### config.mk
export PLATFORM = sky130hd
export DESIGN_NAME = mod10_sync_counter
export DESIGN_NICKNAME = d
export VERILOG_FILES = /design/src/rtl/mod10_pkg.sv /design/src/rtl/t_ff_ar.sv /design/src/rtl/mod10_sync_counter.sv
export SDC_FILE = /design/constraint.sdc
export NUM_CORES = 1
export LEC_CHECK = 0
export ABC_AREA = 1
export CAP_MARGIN = 15
export CORE_AREA = 2 2 39 41
export DETAILED_ROUTE_END_ITERATION = 8
export DIE_AREA = 0 0 41 43
export PLACE_DENSITY = 0.31
export SLEW_MARGIN = 15
export SYNTH_ARGS = -nofsm -noshare
export SYNTH_HDL_FRONTEND = slang
export SYNTH_SLANG_ARGS = --single-unit
### constraint.sdc
create_clock -name clk -period 0.9 [get_ports clk]
set_input_delay 0.09 -clock clk [delete_from_list [all_inputs] [get_ports clk]]
set_output_delay 0.09 -clock clk [all_outputs]
set_load 0.02 [all_outputs]
### src/rtl/mod10_pkg.sv
// Shared constants for the decade (BCD) counter.
// Width, terminal count and reset value of one BCD digit.
package mod10_pkg;

   localparam int unsigned CNT_W   = 4;
   localparam logic [3:0]  CNT_MAX = 4'd9;
   localparam logic [3:0]  CNT_RST = 4'd0;

endpackage

### src/rtl/t_ff_ar.sv
// T flip-flop with asynchronous active-high reset.
// Its simulation initial value is 0, so an un-reset bench starts counting from 0.
module t_ff_ar (
   input  logic clk,
   input  logic rst,
   input  logic t,
   output logic q
);

   logic state_q = 1'b0;

   always_ff @(posedge clk or posedge rst) begin
      if (rst) begin
         state_q <= 1'b0;
      end else if (t) begin
         state_q <= ~state_q;
      end
   end

   assign q = state_q;

endmodule

### src/rtl/mod10_sync_counter.sv
// Synchronous decade up-counter built from four T flip-flops on one clock.
// Counts 0..9 and wraps; any state 10..15 returns to 0 on the next edge.
module mod10_sync_counter
   import mod10_pkg::*;
#(
   parameter int unsigned      WIDTH   = CNT_W,
   parameter logic [CNT_W-1:0] MAX_VAL = CNT_MAX
) (
   input  logic             clk,
   input  logic             reset,
   output logic [WIDTH-1:0] out
);

   if (WIDTH != CNT_W || MAX_VAL != CNT_MAX) begin : g_bad_param
      $error("mod10_sync_counter supports only WIDTH=4, MAX_VAL=9");
   end

   logic [CNT_W-1:0] q;
   logic [CNT_W-1:0] t_cnt;
   logic [CNT_W-1:0] t;
   logic             illegal;

   always_comb begin
      t_cnt    = '0;
      t_cnt[0] = 1'b1;
      t_cnt[1] = q[0] & ~q[3];
      t_cnt[2] = q[0] & q[1];
      t_cnt[3] = (q[0] & q[1] & q[2]) | (q[0] & q[3]);
      illegal  = q[3] & (q[2] | q[1]);
      // Loading 0 into a T flop means toggling exactly the bits that are set.
      t        = illegal ? q : t_cnt;
   end

   t_ff_ar u_b0 (.clk(clk), .rst(reset), .t(t[0]), .q(q[0]));
   t_ff_ar u_b1 (.clk(clk), .rst(reset), .t(t[1]), .q(q[1]));
   t_ff_ar u_b2 (.clk(clk), .rst(reset), .t(t[2]), .q(q[2]));
   t_ff_ar u_b3 (.clk(clk), .rst(reset), .t(t[3]), .q(q[3]));

   assign out = q;

endmodule

==> impl_results.rst <==
.. list-table::
   :header-rows: 1

   * - Metric
     - Value
   * - Worst-case register-to-register setup slack
     - 60 ps
   * - Total clock buffers created by CTS
     - 3
   * - Worst Max-Slew Pin Slew
     - around 180 ps
   * - Distinct cell type count after synthesis
     - 8
   * - Multiplexer share of the synthesized area
     - 0
   * - FF-to-FF Start
     - u_b0.q
   * - Pins Over Slew Limit
     - 0
   * - Proportion of layout cells with a drive suffix above 1
     - 0.4706
   * - 1st-pass router iterations
     - 2
   * - H-tree depth
     - 1
   * - Setup violations, final
     - 0
   * - Highest fanout seen on the critical path
     - 2
   * - Average vias per placed instance
     - around 3.6
   * - Met3 GRT Util
     - 0.06283
   * - Nets in the synthesized netlist
     - 28
   * - Clk slew on worst S/H paths
     - 40 ps
   * - Combinational Power Share
     - 0.020
   * - Part of the power in registers
     - 0.437
   * - Peak per-stage delay on the critical path
     - about 380 ps
   * - Crit path buffers/inverters
     - 1
   * - Design Area, Final
     - about 300 um2
   * - Worst Setup Path Type
     - reg -> out
   * - M1 GR Usage
     - 0.07767
   * - Highest-count cells in the layout ignoring fill and taps
     - nand2_1, buf_2, dfrtp_1
   * - Number of storage elements in the synthesis netlist
     - 4
   * - Final Hold Viols
     - 0
   * - Vias in the first global route
     - approximately 190
   * - Critical Path Start
     - u_b1.q
   * - Clock sinks
     - 4
   * - Total die area
     - around 0.0018 mm2
   * - Leakage component of the power
     - 0.0001645 uW
   * - Wire length of the first global-routing pass
     - 779 um
   * - Relative area change from synthesis to final layout
     - 43.37%
   * - Max frequency
     - around 1.2 GHz
   * - Adder and majority gate portion of the synthesized area
     - 0
   * - M2 GR Usage
     - 0.08438
   * - Violation count after the first detailed-route iteration
     - 2
   * - Total power draw
     - slightly above 400 uW
   * - Critical path's top delay family
     - flip-flops
   * - Cell Rows
     - 14
   * - DRT Wirelength
     - ~420 um
   * - Chip width
     - 41 um
   * - RD Place Congestion
     - 0.6800
   * - Clock Path Buffers
     - 2
   * - Number of top-level design ports
     - 6
   * - Power per Cell Area
     - ~1400 mW/mm2
   * - Hold-fix buffer count after cts
     - 0
   * - Unrepaired setup endpoints after global routing
     - true
   * - Busiest layer in global routing
     - met2
   * - Root buffer selected by CTS
     - clkbuf_4
   * - Mapped Area
     - between 200 and 250 um2
   * - DRC viols
     - 0
   * - Share of synthesized area occupied by flip-flops and latches
     - 0.4819
   * - Overall die height
     - approximately 43 um
   * - Final worst path period share
     - 0.9648
   * - Count of antenna diodes in the layout
     - 0
   * - Worst slew slack as a fraction of its limit
     - 0.8816
   * - Post-detailed-placement cell area
     - 277.8 um2
   * - Initial cell density of the core
     - 0.1501
   * - Psw
     - between 70 and 80 uW
   * - Part of the power in the clock network
     - 0.543
   * - Max-cap violations
     - 0
   * - Synthesis warning total
     - 0
   * - Total Nets Final
     - 38
   * - Cell-by-cell trace of the critical path
     - buf_2
   * - Pin count of the biggest net entering global routing
     - 7
   * - Core Box Area
     - around 0.0014 mm2
   * - Avg Inst Size Synth
     - between 7 and 8 um2
   * - Data arrival time of the critical path
     - approximately 780 ps
   * - Overall Global Routing Usage
     - 0.07243
   * - Global route overflow
     - 0
   * - Number of cells on the critical path
     - 1
   * - FILL cells
     - approximately 150
   * - Complex-gate fraction of the synthesized area
     - 0
   * - Number of instances in the synthesized netlist
     - 26
   * - Number of antenna violations at the first check in global routing
     - 0
   * - Number of nets still failing antenna checks after routing
     - 0
   * - Depth of the most critical reg-to-reg path
     - 5
   * - Cell type of the slowest stage on the worst timing path
     - dfrtp_1
   * - Type of element capturing the critical path
     - primary output
   * - Count of vias placed by the detailed router
     - between 150 and 200
   * - Share of total power consumed by net switching
     - 0.1919
   * - Sum of net half-perimeters after detailed placement
     - between 300 and 400 um
   * - Status
     - finished clean
   * - Int Pwr
     - approximately 330 uW
   * - Average detailed-routed wire length per instance
     - 8.460 um
   * - Largest family of logic cells by synthesized area
     - simple AND/OR/NAND/NOR gates
   * - Clock tree from TritonCTS
     - built
   * - Classification of the worst-slack hold path
     - in -> async
   * - Final period demand of the worst path
     - 868.4 ps
   * - Critical Path Source Type
     - flip-flop
   * - Port Buf Inserts
     - 5
   * - Maximum vdd drop
     - 0.7162 mV
   * - Max Clock Skew
     - about 5.2 ps
   * - Xor and xnor area share after synthesis
     - 0
   * - Clock insertion delay at the later pin of the skew report
     - around 240 ps
   * - Simple-gate area share of the yosys netlist
     - 0.3012
   * - Worst endpoint required time
     - 810 ps
-- repair_timing --
item,in CTS,in global routing
pin swaps,0,1
endpoints found under the setup margin,7,3
resized for setup,17,5
buffers inserted,0,0
-- per-stage QoR --
step,setup slack [ps],hold slack [ps],utilization,setup TNS (ps),instances
after global routing,-10.61,57.28,0.2152,-10.61,50
final,31.64,44.63,0.2152,0,50
after detailed placement,-128.5,307.6,0.2007,-495.5,47
after floorplan,134.4,-143.9,-,0,26
after CTS,17.27,52.99,0.2043,0,50
after global placement,-122.5,310.3,0.2007,-465.1,47
-- final cells by class --
type | instances | area (um2) | area share
Sequential cell | 4 | 100.1 | 0.3361
Timing Repair Buffer | 9 | 67.56 | 0.2269
Inverter | 4 | 15.01 | 0.05042
Tap cell | 16 | 20.02 | 0.06723
Clock buffer | 3 | 22.52 | 0.07563
Multi-Input combinational cell | 14 | 72.57 | 0.2437
-- per-layer routing --
metal / part of all wire / wire, um
met3: 0.099 / 42
met5: 0 / 0
met2: 0.44 / 187
met4: 0.033 / 14
met1: 0.42 / 178
-- registers in the layout, summed over array words and instances, names as in the netlist --
| signal | count |
|---|---|
| u_b0.q | 1 |
| u_b1.q | 1 |
| u_b2.q | 1 |
| u_b3.q | 1 |
-- synthesized netlist by cell type --
cell     n  area (um2)
nand2_1  5       18.77
buf_4    4       30.03
dfrtp_1  4       100.1
nand4_1  1       6.260
nor2_2   2       12.51
nand3_1  2       10.01
inv_1    4       15.01
nor2_1   4       15.01
-- worst paths after layout --
| path | end |
|---|---|
| hold / removal | u_b3.q |
| setup / recovery | out[1] |
| max in group asynchronous | u_b2.q |
| setup reg to reg | u_b2.q |
| hold reg to reg | u_b0.q |
| min in group clk | u_b0.q |
-- kinds of logic after synthesis --
group	count (synthesis)
buf+inv	8
flops	4
simple gates	14
-- power groups by stage --
stage / registers (uW) / clock network (uW) / logic (uW)
floorplan: 183 / 0 / 3.00
global placement: 183 / 0 / 9.12
detailed placement: 183 / 0 / 9.02
CTS: 181 / 237 / 9.02
global route: 181 / 253 / 9.49
finish: 181 / 224 / 8.29
(Power assumes the default switching activity.)
